### config.mk
export PLATFORM = sky130hd
export DESIGN_NAME = glyph_sprite_writer
export DESIGN_NICKNAME = d
export VERILOG_FILES = /design/src/rtl/glyph_sprite_writer_pkg.sv /design/src/rtl/glyph_ram.sv /design/src/rtl/glyph_sprite_writer.sv
export SDC_FILE = /design/constraint.sdc
export NUM_CORES = 1
export LEC_CHECK = 0
export BUFFER_PORTS_ARGS = -buffer_cell sky130_fd_sc_hd__buf_2
export CAP_MARGIN = 20
export CORE_MARGIN = 2
export CORE_UTILIZATION = 46
export CTS_CLUSTER_DIAMETER = 150
export CTS_CLUSTER_SIZE = 40
export DETAILED_ROUTE_END_ITERATION = 12
export HOLD_SLACK_MARGIN = 0.05
export MAX_ROUTING_LAYER = met4
export PLACE_DENSITY = 0.7
export SLEW_MARGIN = 25
export SYNTH_ARGS = -nofsm -noshare
export SYNTH_HDL_FRONTEND = slang
export SYNTH_HIERARCHICAL = 1
export SYNTH_SLANG_ARGS = --single-unit
### constraint.sdc
create_clock -name clk -period 4.6 [get_ports clk]
set_input_delay 0.69 -clock clk [delete_from_list [all_inputs] [get_ports clk]]
set_output_delay 0.69 -clock clk [all_outputs]
set_load 0.05 [all_outputs]
### src/rtl/glyph_sprite_writer_pkg.sv
// Shared glyph geometry and writer state encoding for the writable score-digit glyph store.
package glyph_sprite_writer_pkg;

    localparam int unsigned GLYPH_W        = 11;
    localparam int unsigned GLYPH_H        = 16;
    localparam int unsigned GLYPH_PIX_BITS = 3;
    localparam int unsigned GLYPH_DEPTH    = GLYPH_W * GLYPH_H;
    localparam int unsigned GLYPH_AW       = $clog2(GLYPH_DEPTH);

    typedef enum logic [1:0] {
        ST_CLEAR = 2'd0,
        ST_IDLE  = 2'd1,
        ST_LOAD  = 2'd2
    } glyph_state_e;

endpackage

### src/rtl/glyph_ram.sv
// Pixel store: one synchronous write port, one asynchronous read port.
module glyph_ram
    import glyph_sprite_writer_pkg::*;
#(
    parameter int unsigned DEPTH    = GLYPH_DEPTH,
    parameter int unsigned AW       = GLYPH_AW,
    parameter int unsigned PIX_BITS = GLYPH_PIX_BITS
) (
    input  logic                clk,
    input  logic                we,
    input  logic [AW-1:0]       waddr,
    input  logic [PIX_BITS-1:0] wdata,
    input  logic [AW-1:0]       raddr,
    output logic [PIX_BITS-1:0] rdata
);

    logic [PIX_BITS-1:0] mem_q [DEPTH];

    always_ff @(posedge clk) begin
        if (we) begin
            mem_q[waddr] <= wdata;
        end
    end

    assign rdata = mem_q[raddr];

endmodule

### src/rtl/glyph_sprite_writer.sv
// Writable 11x16 RGB glyph: clears itself after reset, loads from a raster-order stream,
// and serves the same combinational row/col read port as the fixed glyph ROMs.
module glyph_sprite_writer
    import glyph_sprite_writer_pkg::*;
#(
    parameter int unsigned WIDTH    = GLYPH_W,
    parameter int unsigned HEIGHT   = GLYPH_H,
    parameter int unsigned PIX_BITS = GLYPH_PIX_BITS
) (
    input  logic                clk,
    input  logic                reset,
    input  logic                start,
    input  logic                in_valid,
    input  logic [PIX_BITS-1:0] in_pixel,
    input  logic                in_last,
    output logic                in_ready,
    output logic                busy,
    output logic                done,
    output logic                error,
    input  logic [9:0]          row,
    input  logic [9:0]          col,
    output logic [PIX_BITS-1:0] rgb
);

    localparam int unsigned DEPTH = WIDTH * HEIGHT;
    localparam int unsigned AW    = $clog2(DEPTH);
    localparam int unsigned CW    = $clog2(WIDTH);
    localparam int unsigned RW    = $clog2(HEIGHT);

    localparam logic [CW-1:0] COL_LAST  = CW'(WIDTH - 1);
    localparam logic [RW-1:0] ROW_LAST  = RW'(HEIGHT - 1);
    localparam logic [AW-1:0] ADDR_LAST = AW'(DEPTH - 1);

    glyph_state_e      state_q, state_d;
    logic [RW-1:0]     row_q, row_d;
    logic [CW-1:0]     col_q, col_d;
    logic [AW-1:0]     clr_addr_q, clr_addr_d;
    logic              done_q, done_d;
    logic              error_q, error_d;

    logic              ram_we;
    logic [AW-1:0]     ram_waddr;
    logic [PIX_BITS-1:0] ram_wdata;
    logic [AW-1:0]     cursor_addr;
    logic              final_pix;
    logic              rd_in_range;
    logic [AW-1:0]     rd_addr;
    logic [PIX_BITS-1:0] rd_data;

    assign cursor_addr = AW'(row_q) * AW'(WIDTH) + AW'(col_q);
    assign final_pix   = (row_q == ROW_LAST) && (col_q == COL_LAST);

    always_comb begin
        state_d    = state_q;
        row_d      = row_q;
        col_d      = col_q;
        clr_addr_d = clr_addr_q;
        done_d     = 1'b0;
        error_d    = error_q;
        ram_we     = 1'b0;
        ram_waddr  = cursor_addr;
        ram_wdata  = in_pixel;

        unique case (state_q)
            ST_CLEAR: begin
                ram_we    = 1'b1;
                ram_waddr = clr_addr_q;
                ram_wdata = '0;
                if (clr_addr_q == ADDR_LAST) begin
                    clr_addr_d = '0;
                    state_d    = ST_IDLE;
                end else begin
                    clr_addr_d = clr_addr_q + 1'b1;
                end
            end
            ST_IDLE: begin
                if (start) begin
                    state_d = ST_LOAD;
                    row_d   = '0;
                    col_d   = '0;
                    error_d = 1'b0;
                end
            end
            ST_LOAD: begin
                if (in_valid) begin
                    ram_we = 1'b1;
                    if (final_pix || in_last) begin
                        // Short and long streams both end here; only an exact match is done.
                        state_d = ST_IDLE;
                        done_d  = final_pix && in_last;
                        error_d = final_pix ^ in_last;
                    end else if (col_q == COL_LAST) begin
                        col_d = '0;
                        row_d = row_q + 1'b1;
                    end else begin
                        col_d = col_q + 1'b1;
                    end
                end
            end
            default: state_d = ST_CLEAR;
        endcase
    end

    always_ff @(posedge clk) begin
        if (reset) begin
            state_q    <= ST_CLEAR;
            row_q      <= '0;
            col_q      <= '0;
            clr_addr_q <= '0;
            done_q     <= 1'b0;
            error_q    <= 1'b0;
        end else begin
            state_q    <= state_d;
            row_q      <= row_d;
            col_q      <= col_d;
            clr_addr_q <= clr_addr_d;
            done_q     <= done_d;
            error_q    <= error_d;
        end
    end

    assign rd_in_range = (col < 10'(WIDTH)) && (row < 10'(HEIGHT));
    assign rd_addr     = rd_in_range ? (AW'(row) * AW'(WIDTH) + AW'(col)) : '0;

    glyph_ram #(
        .DEPTH    (DEPTH),
        .AW       (AW),
        .PIX_BITS (PIX_BITS)
    ) u_ram (
        .clk   (clk),
        .we    (ram_we && !reset),
        .waddr (ram_waddr),
        .wdata (ram_wdata),
        .raddr (rd_addr),
        .rdata (rd_data)
    );

    assign rgb      = rd_in_range ? rd_data : '0;
    assign in_ready = (state_q == ST_LOAD);
    assign busy     = (state_q != ST_IDLE);
    assign done     = done_q;
    assign error    = error_q;

endmodule

==> out/metrics.json, run 1 <==
{
  "fill_cells": {"value": 4069},
  "detail-route-antenna-nets": {"value": 0},
  "layout-area-overhead-vs-synth": {"value": 11.41, "unit": "%"},
  "start_util": {"value": 0.4641},
  "placement_rows": {"value": 83},
  "status": {"value": "finished with violations"},
  "preCtsSetupSlack": {"value": -1.100, "unit": "ns"},
  "wire_per_inst": {"value": 23.03, "unit": "um"},
  "startpoint_type": {"value": "input port"},
  "crit_arrival": {"value": 4.56, "unit": "ns"},
  "violated_checks": {"value": "setup timing"},
  "diodes": {"value": 0},
  "worst_hold_startpoint": {"value": "reset"},
  "synthSimpleGateAreaFrac": {"value": 0.08009},
  "finalSetupViolations": {"value": 3},
  "leakagePower": {"value": 8.359, "unit": "nW"},
  "syn_area": {"value": 23760, "unit": "um2"},
  "synth-main-ff-cell": {"value": "sky130_fd_sc_hd__edfxtp_1"},
  "share_comb_of_total_power": {"value": 0.045},
  "synth_async_sr_flop_share": {"value": 0},
  "endpoint_kind": {"value": "primary output"},
  "post_synth_mux_area_share": {"value": 0.1313},
  "synth_top_family_by_area": {"value": "multiplexers"},
  "die_height": {"value": 231.3, "unit": "um"},
  "synth_enable_flop_cells": {"value": 528},
  "fin_skew": {"value": 0.01127, "unit": "ns"},
  "hold_end": {"value": "clr_addr_q[0]"},
  "synth.ff_latch_count": {"value": 548},
  "detailed_place_hpwl": {"value": 34.59, "unit": "mm"},
  "portBuffers": {"value": 34},
  "cts_hold_repair.buffers": {"value": 0},
  "numCtsBuffers": {"value": 17},
  "grt_max_degree": {"value": 125},
  "r2r_slack": {"value": 0.43, "unit": "ns"},
  "maxSlewViolCount": {"value": 0},
  "clock_sinks": {"value": 548},
  "clock_power_share": {"value": 0.264},
  "synth_seq_area_share": {"value": 0.6841},
  "power.density_cell_area": {"value": 294.5, "unit": "nW/um2"},
  "floorplan.die_area": {"value": 53490, "unit": "um2"},
  "dp.cells": {"value": 2231},
  "clk_transition_reported_paths": {"value": 0.13, "unit": "ns"},
  "yosys.area_share.xor_xnor": {"value": 0.007741},
  "clk_root_buffer_cell": {"value": "sky130_fd_sc_hd__clkbuf_16"},
  "final_period_minus_worst_setup_slack": {"value": 5.252, "unit": "ns"},
  "reg2reg_depth": {"value": 13},
  "number_of_instances_on_the_worst_hold_path": {"value": 2},
  "dr_total_vias": {"value": 13141},
  "cts_max_path_buffers": {"value": 3},
  "vias_in_the_first_global_route": {"value": 13233},
  "place_congestion": {"value": 0.8459},
  "max_cap_violations": {"value": 0},
  "critical_path_class": {"value": "in2out"},
  "int_power": {"value": 6.252, "unit": "mW"},
  "die_width": {"value": 231.3, "unit": "um"},
  "timing.critical_path.required": {"value": 3.91, "unit": "ns"},
  "h-tree-depth": {"value": 1},
  "r2r-end": {"value": "u_ram/mem_q[147][2]"},
  "drc_errors": {"value": 0},
  "grt.total_usage": {"value": 0.2016},
  "num-nets-final": {"value": 1656},
  "synthAdderAreaFrac": {"value": 0.03012},
  "p_switching": {"value": 1.544, "unit": "mW"},
  "critPathMaxFanout": {"value": 6},
  "final_layout_size_suffix_gt1_frac": {"value": 0.2263},
  "netlist-cell-type-count": {"value": 57},
  "layoutNonFillerInstCount": {"value": 2262},
  "finalWorstSetupSlack": {"value": -0.6519, "unit": "ns"},
  "hold_viol": {"value": 0},
  "switching_share": {"value": 0.1980},
  "synth.avg_cell_area": {"value": 16.35, "unit": "um2"},
  "antenna_violations_before_repair": {"value": 1},
  "worst_supply_voltage_drop_on_vdd": {"value": 0.0002311, "unit": "V"},
  "hold_path_class": {"value": "in2reg"},
  "worst_relative_slew_slack": {"value": 0.3787},
  "finalCoreUtilization": {"value": 0.5170},
  "yosysWarningCount": {"value": 6},
  "vias_per_cell": {"value": 5.809},
  "fmax": {"value": 190.4, "unit": "MHz"},
  "synth-compound-area-share": {"value": 0.03928},
  "first_pass_iters": {"value": 5},
  "period_share": {"value": 1.142},
  "origin_of_the_critical_flop_to_flop_path": {"value": "row_q[0]"},
  "postSynthCellCount": {"value": 1453},
  "grt-ovfl-total": {"value": 0},
  "core-area": {"value": 51200, "unit": "um2"},
  "detail_route.iter0.violations": {"value": 1360},
  "power.share.sequential": {"value": 0.691},
  "global_route_wire_length_before_repair": {"value": 79.69, "unit": "mm"},
  "rsz0062_at_grt": {"value": "true"},
  "worst_slew_pin_slew": {"value": 0.9319, "unit": "ns"},
  "clock_insertion_delay_worst_skew": {"value": 0.56, "unit": "ns"},
  "tritoncts": {"value": "yes"},
  "wirelength": {"value": 52.10, "unit": "mm"},
  "synth.net_count": {"value": 1531},
  "totalNegativeSetupSlack": {"value": -1.835, "unit": "ns"},
  "boundaryPins": {"value": 35}
}
layer usage:
metal / vias up / wire (um) / track usage
met4: 0 / 1152 / 0.04677
met5: - / 0 / -
met2: 458 / 25850 / 0.3324
met1: 6751 / 22000 / 0.2742
li1: 5874 / - / -
met3: 58 / 3093 / 0.01870
cell usage in the layout, fill, tap and decap left out, drive strengths merged, types with 35 or more instances in the layout:
cell type / count
nor2: 224
ha: 38
edfxtp: 528
nand2: 59
mux4: 108
buf: 181
mux2i: 57
inv: 41
a21oi: 35
nand3: 43
cell usage after synthesis (13+ instances only):
library cell,instances,area (um2)
sky130_fd_sc_hd__clkbuf_1,36,135.1
sky130_fd_sc_hd__inv_1,41,153.9
sky130_fd_sc_hd__nand4_1,17,106.4
sky130_fd_sc_hd__ha_1,38,475.5
sky130_fd_sc_hd__mux4_2,77,1734
sky130_fd_sc_hd__edfxtp_1,528,15860
sky130_fd_sc_hd__a21oi_1,35,175.2
sky130_fd_sc_hd__nand3_1,43,215.2
sky130_fd_sc_hd__nor2_1,224,840.8
sky130_fd_sc_hd__mux4_1,31,814.5
sky130_fd_sc_hd__o22ai_1,13,81.33
sky130_fd_sc_hd__nor2b_1,17,106.4
sky130_fd_sc_hd__nand2_1,58,217.7
sky130_fd_sc_hd__mux2i_1,57,570.6
sky130_fd_sc_hd__dfxtp_1,20,400.4
worst max-delay path by stage:
stage           start      to  slack (ns)  depth (start not counted)
2_1_floorplan  row[3]  rgb[0]      -0.004                         16
3_3_place_gp   row[2]  rgb[0]       -1.02                         19
3_5_place_dp   row[0]  rgb[1]       -1.10                         20
4_1_cts        row[1]  rgb[1]       -0.61                         20
5_1_grt        row[1]  rgb[1]       -0.75                         20
6_report       row[0]  rgb[0]       -0.65                         21
sequential cells by signal (all words and copies together) (netlist names):
| signal | count |
|---|---|
| clr_addr_q | 8 |
| col_q | 4 |
| done | 1 |
| error | 1 |
| row_q | 4 |
| state_q | 2 |
| u_ram/mem_q | 528 |
power groups by stage:
| stage | clock network, mW | logic [mW] | registers [mW] |
|---|---|---|---|
| after floorplan | 0 | 0.199 | 5.50 |
| after global placement | 0 | 0.310 | 5.50 |
| after detailed placement | 0 | 0.314 | 5.50 |
| after CTS | 2.10 | 0.346 | 5.39 |
| after global routing | 2.26 | 0.395 | 5.39 |
| final | 2.06 | 0.351 | 5.39 |
logic make-up (layout without fill, tap and decap cells):
logic type               after synthesis  count (layout)
flip-flops                           548             548
XOR/XNOR                              21              21
multiplexers                         165             165
AND/OR/NAND/NOR                      422             422
buffers and inverters                116             245
adder cells (fa/ha/maj)               50              50
AO/OA/AOI/OAI                        131             131
final cells by class:
cell class / count / area (um2) / area share
clock buffers: 22 / 444.2 / 0.01678
clock inverters: 1 / 16.27 / 0.0006145
inverters: 41 / 153.9 / 0.005814
multi-input cells: 789 / 7232 / 0.2732
flip-flops and latches: 548 / 16260 / 0.6141
well taps: 680 / 850.8 / 0.03214
repair buffers: 181 / 1519 / 0.05738
repair_timing:
| item | CTS | global route |
|---|---|---|
| setup endpoints to repair | 3 | 3 |
| setup buffers | 7 | 1 |
| gates resized for setup | 72 | 10 |
| cloned | 0 | 0 |
| pin swaps | 22 | 15 |
stage by stage:
stage	area [um2]	power, mW	hold WS [ns]
5_1_grt	26470	8.049	0.4601
6_report	26470	7.796	0.4719
3_5_place_dp	25580	5.817	0.5041
2_1_floorplan	23850	5.699	0.4791
3_3_place_gp	25580	5.813	0.4835
4_1_cts	26420	7.836	0.4438
critical path, cell delays in order:
cell and delay, ns:
sky130_fd_sc_hd__buf_2 0.12, sky130_fd_sc_hd__ha_1 0.29, sky130_fd_sc_hd__ha_1 0.27, sky130_fd_sc_hd__inv_1 0.04
sky130_fd_sc_hd__fa_1 0.48, sky130_fd_sc_hd__inv_1 0.06, sky130_fd_sc_hd__ha_4 0.27, sky130_fd_sc_hd__xnor2_1 0.12
sky130_fd_sc_hd__nor2_1 0.07, sky130_fd_sc_hd__buf_4 0.15, sky130_fd_sc_hd__buf_12 0.12, sky130_fd_sc_hd__and2_4 0.17
sky130_fd_sc_hd__buf_4 0.16, sky130_fd_sc_hd__a221oi_1 0.35, sky130_fd_sc_hd__buf_4 0.18, sky130_fd_sc_hd__o22ai_1 0.08
sky130_fd_sc_hd__nor4_2 0.39, sky130_fd_sc_hd__buf_4 0.20, sky130_fd_sc_hd__nor4_4 0.05, sky130_fd_sc_hd__and2_4 0.15
sky130_fd_sc_hd__buf_8 0.14
Power figures use the tool's default switching activity.
==> inputs of run 2 (changes only) <==
--- a/config.mk
+++ b/config.mk
@@ -8,13 +8,15 @@
 export BUFFER_PORTS_ARGS = -buffer_cell sky130_fd_sc_hd__buf_2
 export CAP_MARGIN = 20
 export CORE_MARGIN = 2
-export CORE_UTILIZATION = 46
+export CORE_UTILIZATION = 43
 export CTS_CLUSTER_DIAMETER = 150
 export CTS_CLUSTER_SIZE = 40
 export DETAILED_ROUTE_END_ITERATION = 12
 export HOLD_SLACK_MARGIN = 0.05
 export MAX_ROUTING_LAYER = met4
-export PLACE_DENSITY = 0.7
+export PLACE_DENSITY = 0.66
+export SETUP_SLACK_MARGIN = 0.4
+export SKIP_LAST_GASP = 1
 export SLEW_MARGIN = 25
 export SYNTH_ARGS = -nofsm -noshare
 export SYNTH_HDL_FRONTEND = slang
==> out/metrics.json, run 2 (synthesized netlist as in run 1, its figures left out) <==
{
  "status": {"value": "finished with violations", "change": "unchanged"},
  "violated_checks": {"value": "setup timing", "change": "unchanged"},
  "int_power": {"value": 6.328, "unit": "mW", "change": "was 6.252 mW"},
  "grt_max_degree": {"value": 97, "change": "was 125"},
  "critPathMaxFanout": {"value": 7, "change": "was 6"},
  "die_width": {"value": 239.1, "unit": "um", "change": "was 231.3 um"},
  "cts_max_path_buffers": {"value": 3, "change": "unchanged"},
  "mostFrequentLayoutCell": {"value": "sky130_fd_sc_hd__edfxtp_1", "change": "unchanged"},
  "core-area": {"value": 54880, "unit": "um2", "change": "was 51,200 um2"},
  "timing.critical_path.required": {"value": 3.91, "unit": "ns", "change": "about the same"},
  "p_switching": {"value": 1.574, "unit": "mW", "change": "was 1.544 mW"},
  "crit_arrival": {"value": 4.39, "unit": "ns", "change": "was 4.56 ns"},
  "finalWorstSetupSlack": {"value": -0.4835, "unit": "ns", "change": "was -0.6519 ns"},
  "detail_route.iter0.violations": {"value": 1181, "change": "was 1,360"},
  "clock_sinks": {"value": 548, "change": "unchanged"},
  "floorplan.die_area": {"value": 57160, "unit": "um2", "change": "was 53,490 um2"},
  "max_flop_register": {"value": "u_ram/mem_q", "change": "unchanged"},
  "numCtsBuffers": {"value": 17, "change": "unchanged"},
  "grt-ovfl-total": {"value": 0, "change": "unchanged"},
  "tritoncts": {"value": "yes", "change": "unchanged"},
  "finalCoreUtilization": {"value": 0.4865, "change": "was 0.5170"},
  "startpoint_type": {"value": "input port", "change": "unchanged"},
  "worst_hold_startpoint": {"value": "reset", "change": "unchanged"},
  "worst_supply_voltage_drop_on_vdd": {"value": 0.0002111, "unit": "V", "change": "was 0.0002311 V"},
  "clk_transition_reported_paths": {"value": 0.14, "unit": "ns", "change": "was 0.13 ns"},
  "whs": {"value": 0.4669, "unit": "ns", "change": "was 0.4719 ns"},
  "fin_skew": {"value": 0.01745, "unit": "ns", "change": "was 0.01127 ns"},
  "share_comb_of_total_power": {"value": 0.050, "change": "was 0.045"},
  "portBuffers": {"value": 34, "change": "unchanged"},
  "cts_hold_repair.buffers": {"value": 0, "change": "unchanged"},
  "power.density_cell_area": {"value": 296.0, "unit": "nW/um2", "change": "was 294.5 nW/um2"},
  "die_height": {"value": 239.1, "unit": "um", "change": "was 231.3 um"},
  "wirelength": {"value": 52.90, "unit": "mm", "change": "was 52.10 mm"},
  "place_congestion": {"value": 0.8488, "change": "was 0.8459"},
  "worst_relative_slew_slack": {"value": 0.4061, "change": "was 0.3787"},
  "switching_share": {"value": 0.1992, "change": "was 0.1980"},
  "largest_register_ff_count": {"value": 528, "change": "unchanged"},
  "number_of_instances_on_the_worst_hold_path": {"value": 2, "change": "unchanged"},
  "diodes": {"value": 0, "change": "unchanged"},
  "placed_area": {"value": 25580, "unit": "um2", "change": "about the same"},
  "max_cap_violations": {"value": 0, "change": "unchanged"},
  "period_share": {"value": 1.105, "change": "was 1.142"},
  "fmax": {"value": 196.7, "unit": "MHz", "change": "was 190.4 MHz"},
  "first_pass_iters": {"value": 7, "change": "was 5"},
  "antenna_violations_before_repair": {"value": 0, "change": "was 1"},
  "clock_power_share": {"value": 0.268, "change": "was 0.264"},
  "preCtsSetupSlack": {"value": -0.8616, "unit": "ns", "change": "was -1.100 ns"},
  "boundaryPins": {"value": 35, "change": "unchanged"},
  "maxSlewViolCount": {"value": 0, "change": "unchanged"},
  "hold_viol": {"value": 0, "change": "unchanged"},
  "power.share.sequential": {"value": 0.682, "change": "was 0.691"},
  "rsz0062_at_grt": {"value": "true", "change": "unchanged"},
  "critical_path_class": {"value": "in2out", "change": "unchanged"},
  "vias_per_cell": {"value": 5.730, "change": "was 5.809"},
  "detail-route-antenna-nets": {"value": 0, "change": "unchanged"},
  "finish.instance_area": {"value": 26700, "unit": "um2", "change": "was 26,470 um2"},
  "start_util": {"value": 0.4330, "change": "was 0.4641"},
  "global_route_wire_length_before_repair": {"value": 79.98, "unit": "mm", "change": "was 79.69 mm"},
  "h-tree-depth": {"value": 1, "change": "unchanged"},
  "r2r_slack": {"value": 0.61, "unit": "ns", "change": "was 0.43 ns"},
  "finalSetupViolations": {"value": 3, "change": "unchanged"},
  "origin_of_the_critical_flop_to_flop_path": {"value": "row_q[0]", "change": "unchanged"},
  "final_layout_size_suffix_gt1_frac": {"value": 0.2529, "change": "was 0.2263"},
  "final_period_minus_worst_setup_slack": {"value": 5.084, "unit": "ns", "change": "was 5.252 ns"},
  "clk_root_buffer_cell": {"value": "sky130_fd_sc_hd__clkbuf_16", "change": "unchanged"},
  "reg2reg_depth": {"value": 13, "change": "unchanged"},
  "num-nets-final": {"value": 1651, "change": "was 1,656"},
  "hold_end": {"value": "clr_addr_q[5]", "change": "was clr_addr_q[0]"},
  "hold_path_class": {"value": "in2reg", "change": "unchanged"},
  "grt.total_usage": {"value": 0.1913, "change": "was 0.2016"},
  "wire_per_inst": {"value": 23.18, "unit": "um", "change": "was 23.03 um"},
  "clock_insertion_delay_worst_skew": {"value": 0.56, "unit": "ns", "change": "about the same"},
  "leakagePower": {"value": 8.371, "unit": "nW", "change": "was 8.359 nW"},
  "layout-area-overhead-vs-synth": {"value": 12.35, "unit": "%", "change": "was 11.41%"},
  "dr_total_vias": {"value": 13076, "change": "was 13,141"},
  "detailed_place_hpwl": {"value": 35.58, "unit": "mm", "change": "was 34.59 mm"},
  "placement_rows": {"value": 86, "change": "was 83"},
  "r2r-end": {"value": "u_ram/mem_q[154][0]", "change": "was u_ram/mem_q[147][2]"},
  "totalNegativeSetupSlack": {"value": -1.395, "unit": "ns", "change": "was -1.835 ns"},
  "drc_errors": {"value": 0, "change": "unchanged"},
  "mostFrequentLayoutCells": {"value": "528 x sky130_fd_sc_hd__edfxtp_1, 190 x sky130_fd_sc_hd__nor2_1, 124 x sky130_fd_sc_hd__buf_4, 77 x sky130_fd_sc_hd__mux4_2, 57 x sky130_fd_sc_hd__nand2_1", "change": "was 528 x sky130_fd_sc_hd__edfxtp_1, 218 x sky130_fd_sc_hd__nor2_1, 128 x sky130_fd_sc_hd__buf_4, 77 x sky130_fd_sc_hd__mux4_2"},
  "worst_slew_pin_slew": {"value": 0.8908, "unit": "ns", "change": "was 0.9319 ns"},
  "reg_top3": {"value": "u_ram/mem_q: 528 flops, clr_addr_q: 8 flops", "change": "unchanged"},
  "endpoint_kind": {"value": "primary output", "change": "unchanged"},
  "vias_in_the_first_global_route": {"value": 13310, "change": "was 13,233"}
}
## run 2: changes by cell type in the layout (fill, tap and decap cells not counted), sizes merged
cell and delta:
inv +1, clkinv -1, bufinv +1, buf -6, clkbuf +1
## run 2: worst max path at each step
stage | start | cells after the start | endpoint
6_report | row[1] | 19 | rgb[2]
3_5_place_dp | row[2] | 18 | rgb[1]
3_3_place_gp | row[2] | 18 | rgb[0]
2_1_floorplan | row[3] | 16 | rgb[0]
5_1_grt | row[1] | 20 | rgb[0]
4_1_cts | row[2] | 20 | rgb[1]
## run 2: power groups by stage
stage	clock, mW	sequential [mW]	combinational (mW)
3_3_place_gp	0	5.50	0.309
2_1_floorplan	0	5.50	0.199
5_1_grt	2.31	5.39	0.434
6_report	2.12	5.39	0.396
4_1_cts	2.16	5.39	0.364
3_5_place_dp	0	5.50	0.319
## run 2: final cells by class
cell class	count	area, um2
clock buffers	22	444.2
inverters	41	153.9
flip-flops and latches	548	16260
well taps	704	880.8
multi-input cells	789	7428
fillers	4519	28180
clock inverters	2	38.79
repair buffers	176	1494
## run 2: timing repair
item | in CTS | in global routing
resized for setup | 54 | 73
buffers inserted | 6 | 3
pin swaps | 24 | 25
cloned | 0 | 1
endpoints found under the setup margin | 67 | 157
## run 2: metal layers
layer,wire (um),vias up,GRT usage,share of wire
met4,1191,0,0.05265,0.023
met1,22950,6761,0.2559,0.43
met3,2876,64,0.02102,0.054
met5,0,-,-,0
li1,-,5859,-,-
met2,25880,392,0.3132,0.49
## run 2: critical path, cell delays in order
cell,delay [ns]
sky130_fd_sc_hd__buf_6,0.11
sky130_fd_sc_hd__ha_4,0.25
sky130_fd_sc_hd__inv_2,0.03
sky130_fd_sc_hd__fa_1,0.45
sky130_fd_sc_hd__fa_1,0.51
sky130_fd_sc_hd__inv_2,0.05
sky130_fd_sc_hd__ha_4,0.33
sky130_fd_sc_hd__a211oi_4,0.06
sky130_fd_sc_hd__nor3_4,0.26
sky130_fd_sc_hd__buf_6,0.15
sky130_fd_sc_hd__clkbuf_16,0.14
sky130_fd_sc_hd__buf_4,0.11
sky130_fd_sc_hd__buf_4,0.14
sky130_fd_sc_hd__mux2i_1,0.37
sky130_fd_sc_hd__o22ai_2,0.14
sky130_fd_sc_hd__nor2_1,0.21
sky130_fd_sc_hd__nor4_4,0.08
sky130_fd_sc_hd__and2_4,0.17
sky130_fd_sc_hd__buf_8,0.14
## run 2: metrics by stage
step	instances	power [mW]
after global placement	2247	5.811
final	2282	7.902
after global routing	2282	8.137
after floorplan	1453	5.700
after CTS	2278	7.918
after detailed placement	2248	5.821
==> inputs of run 3 (changes only) <==
--- a/config.mk
+++ b/config.mk
@@ -13,7 +13,6 @@
 export CTS_CLUSTER_SIZE = 40
 export DETAILED_ROUTE_END_ITERATION = 12
 export HOLD_SLACK_MARGIN = 0.05
-export MAX_ROUTING_LAYER = met4
 export PLACE_DENSITY = 0.66
 export SETUP_SLACK_MARGIN = 0.4
 export SKIP_LAST_GASP = 1
==> out/metrics.json, run 3 (synthesized netlist as in run 1, its figures left out) <==
{
  "status": {"value": "finished with violations", "change": "unchanged"},
  "violated_checks": {"value": "setup timing", "change": "unchanged"},
  "maxSlewViolCount": {"value": 0, "change": "unchanged"},
  "critPathSlowestCell": {"value": "sky130_fd_sc_hd__fa_1", "change": "unchanged"},
  "clk_root_buffer_cell": {"value": "sky130_fd_sc_hd__clkbuf_16", "change": "unchanged"},
  "placement_rows": {"value": 86, "change": "unchanged"},
  "critPathMaxFanout": {"value": 7, "change": "unchanged"},
  "detail_route.wirelength.met1": {"value": 22.76, "unit": "mm", "change": "was 22.95 mm"},
  "clock_insertion_delay_worst_skew": {"value": 0.56, "unit": "ns", "change": "about the same"},
  "grt_max_degree": {"value": 97, "change": "unchanged"},
  "die_height": {"value": 239.1, "unit": "um", "change": "unchanged"},
  "fin_skew": {"value": 0.01882, "unit": "ns", "change": "was 0.01745 ns"},
  "mostFrequentLayoutCells": {"value": "528 x sky130_fd_sc_hd__edfxtp_1, 190 x sky130_fd_sc_hd__nor2_1, 124 x sky130_fd_sc_hd__buf_4, 77 x sky130_fd_sc_hd__mux4_2, 57 x sky130_fd_sc_hd__nand2_1", "change": "unchanged"},
  "floorplan.die_area": {"value": 57160, "unit": "um2", "change": "unchanged"},
  "routed_wl_met3": {"value": 2.949, "unit": "mm", "change": "was 2.876 mm"},
  "r2r_slack": {"value": 0.61, "unit": "ns", "change": "about the same"},
  "detailed_place_hpwl": {"value": 35.58, "unit": "mm", "change": "unchanged"},
  "worst_slew_pin_slew": {"value": 0.8792, "unit": "ns", "change": "was 0.8908 ns"},
  "number_of_instances_on_the_worst_hold_path": {"value": 2, "change": "unchanged"},
  "wire_per_inst": {"value": 23.17, "unit": "um", "change": "was 23.18 um"},
  "tritoncts": {"value": "yes", "change": "unchanged"},
  "detail_route.iter0.violations": {"value": 1181, "change": "unchanged"},
  "hold_end": {"value": "clr_addr_q[5]", "change": "unchanged"},
  "dp.cells": {"value": 2248, "change": "unchanged"},
  "max_used_layer": {"value": "met4", "change": "unchanged"},
  "dr_total_vias": {"value": 12971, "change": "was 13,076"},
  "leakagePower": {"value": 8.371, "unit": "nW", "change": "unchanged"},
  "start_util": {"value": 0.4330, "change": "unchanged"},
  "core-area": {"value": 54880, "unit": "um2", "change": "unchanged"},
  "finalWorstSetupSlack": {"value": -0.4830, "unit": "ns", "change": "was -0.4835 ns"},
  "portBuffers": {"value": 34, "change": "unchanged"},
  "vias_in_the_first_global_route": {"value": 13327, "change": "was 13,310"},
  "max_cap_violations": {"value": 0, "change": "unchanged"},
  "num-nets-final": {"value": 1651, "change": "unchanged"},
  "rsz0062_at_grt": {"value": "true", "change": "unchanged"},
  "hold_path_class": {"value": "in2reg", "change": "unchanged"},
  "power.density_cell_area": {"value": 296.2, "unit": "nW/um2", "change": "was 296.0 nW/um2"},
  "layout-area-overhead-vs-synth": {"value": 12.35, "unit": "%", "change": "unchanged"},
  "r2r-end": {"value": "u_ram/mem_q[154][1]", "change": "was u_ram/mem_q[154][0]"},
  "reg_top3": {"value": "u_ram/mem_q: 528 flops, clr_addr_q: 8 flops", "change": "unchanged"},
  "whs": {"value": 0.4705, "unit": "ns", "change": "was 0.4669 ns"},
  "fmax": {"value": 196.7, "unit": "MHz", "change": "about the same"},
  "startpoint_type": {"value": "input port", "change": "unchanged"},
  "clock_sinks": {"value": 548, "change": "unchanged"},
  "crit_arrival": {"value": 4.39, "unit": "ns", "change": "about the same"},
  "fill_cells": {"value": 4519, "change": "unchanged"},
  "first_pass_iters": {"value": 5, "change": "was 7"},
  "placed_area": {"value": 25580, "unit": "um2", "change": "unchanged"},
  "boundaryPins": {"value": 35, "change": "unchanged"},
  "crit_path_max_incr_delay": {"value": 0.51, "unit": "ns", "change": "about the same"},
  "global_route_wire_length_before_repair": {"value": 80.01, "unit": "mm", "change": "was 79.98 mm"},
  "grt.total_usage": {"value": 0.1858, "change": "was 0.1913"},
  "h-tree-depth": {"value": 1, "change": "unchanged"},
  "cts_max_path_buffers": {"value": 3, "change": "unchanged"},
  "hold_viol": {"value": 0, "change": "unchanged"},
  "worst_supply_voltage_drop_on_vdd": {"value": 0.0002108, "unit": "V", "change": "was 0.0002111 V"},
  "route.met2.wl": {"value": 25.95, "unit": "mm", "change": "was 25.88 mm"},
  "endpoint_kind": {"value": "primary output", "change": "unchanged"},
  "worst_hold_startpoint": {"value": "reset", "change": "unchanged"},
  "antenna_violations_before_repair": {"value": 0, "change": "unchanged"},
  "drc_errors": {"value": 0, "change": "unchanged"},
  "vias_per_cell": {"value": 5.684, "change": "was 5.730"},
  "place_congestion": {"value": 0.8359, "change": "was 0.8488"},
  "finalSetupViolations": {"value": 3, "change": "unchanged"},
  "detail-route-antenna-nets": {"value": 0, "change": "unchanged"},
  "clk_transition_reported_paths": {"value": 0.14, "unit": "ns", "change": "about the same"},
  "cp_cell_sequence": {"value": "buf_6 -> ha_4 -> inv_2 -> fa_1 -> fa_1 -> inv_2 -> ha_4 -> a211oi_4 -> nor3_4 -> buf_6 -> clkbuf_16 -> buf_4 -> buf_4 -> mux2i_1 -> o22ai_2 -> nor2_1 -> nor4_4 -> and2_4 -> buf_8", "change": "unchanged"},
  "grt-ovfl-total": {"value": 0, "change": "unchanged"},
  "reg2reg_depth": {"value": 13, "change": "unchanged"},
  "largest_register_ff_count": {"value": 528, "change": "unchanged"},
  "origin_of_the_critical_flop_to_flop_path": {"value": "row_q[0]", "change": "unchanged"},
  "timing.critical_path.required": {"value": 3.91, "unit": "ns", "change": "about the same"},
  "power.total": {"value": 7.908, "unit": "mW", "change": "was 7.902 mW"},
  "critical_path_class": {"value": "in2out", "change": "unchanged"},
  "max_flop_register": {"value": "u_ram/mem_q", "change": "unchanged"},
  "die_width": {"value": 239.1, "unit": "um", "change": "unchanged"},
  "final_layout_size_suffix_gt1_frac": {"value": 0.2529, "change": "unchanged"},
  "layoutNonFillerInstCount": {"value": 2282, "change": "unchanged"},
  "mostFrequentLayoutCell": {"value": "sky130_fd_sc_hd__edfxtp_1", "change": "unchanged"},
  "final_period_minus_worst_setup_slack": {"value": 5.083, "unit": "ns", "change": "was 5.084 ns"},
  "period_share": {"value": 1.105, "change": "about the same"},
  "diodes": {"value": 0, "change": "unchanged"},
  "totalNegativeSetupSlack": {"value": -1.405, "unit": "ns", "change": "was -1.395 ns"},
  "finish.instance_area": {"value": 26700, "unit": "um2", "change": "unchanged"},
  "wirelength": {"value": 52.87, "unit": "mm", "change": "was 52.90 mm"},
  "worst_relative_slew_slack": {"value": 0.4139, "change": "was 0.4061"},
  "numCtsBuffers": {"value": 17, "change": "unchanged"}
}
[run 3: cell counts in the layout (fill, tap and decap cells not counted)]
Identical to the previous run, type by type.
[run 3: routing by layer]
metal,up-vias,global-route usage
met3,64,0.02102
met4,0,0.05265
met2,372,0.3131
met5,-,0
li1,5850,-
met1,6685,0.2566
[run 3: worst max-delay path, delay by kind of cell]
kind | cells | cell delay (ns)
AO/OA/AOI/OAI | 2 | 0.20
adder cells (fa/ha/maj) | 4 | 1.54
multiplexers | 1 | 0.36
buffers and inverters | 8 | 0.88
AND/OR/NAND/NOR | 4 | 0.72
[run 3: stage by stage]
stage                     setup WS, ns    util
after global routing           -0.5981  0.4865
after global placement         -0.8151  0.4656
after detailed placement       -0.8616  0.4661
after floorplan              -0.003065       -
after CTS                      -0.4556  0.4804
final                          -0.4830  0.4865
[run 3: how the worst max path moves through the flow]
stage / from / end / slack, ns / cells after the start
after floorplan: row[3] / rgb[0] / -0.003 / 16
after global placement: row[2] / rgb[0] / -0.82 / 18
after detailed placement: row[2] / rgb[1] / -0.86 / 18
after CTS: row[2] / rgb[1] / -0.46 / 20
after global routing: row[1] / rgb[0] / -0.60 / 20
final: row[1] / rgb[2] / -0.48 / 19
[run 3: cell type report]
class,count,area [um2],area share
clock buffer,22,444.2,0.01664
timing repair buffer,176,1494,0.05596
sequential,548,16260,0.6089
multi-input combinational,789,7428,0.2783
clock inverter,2,38.79,0.001453
inverter,41,153.9,0.005765
tap,704,880.8,0.03300
[run 3: report_power, final]
part           switching, mW  leakage [nW]  internal [mW]
clock                   1.36         0.234          0.758
combinational          0.211          2.99          0.185
sequential           0.00419          5.14           5.38
[run 3: repair_timing]
| item | CTS | global route |
|---|---|---|
| pin swaps | 24 | 25 |
| hold buffers | 0 | 0 |
| resized for setup | 54 | 73 |
| setup endpoints to repair | 67 | 157 |
| buffers inserted | 6 | 3 |
| cloned | 0 | 1 |
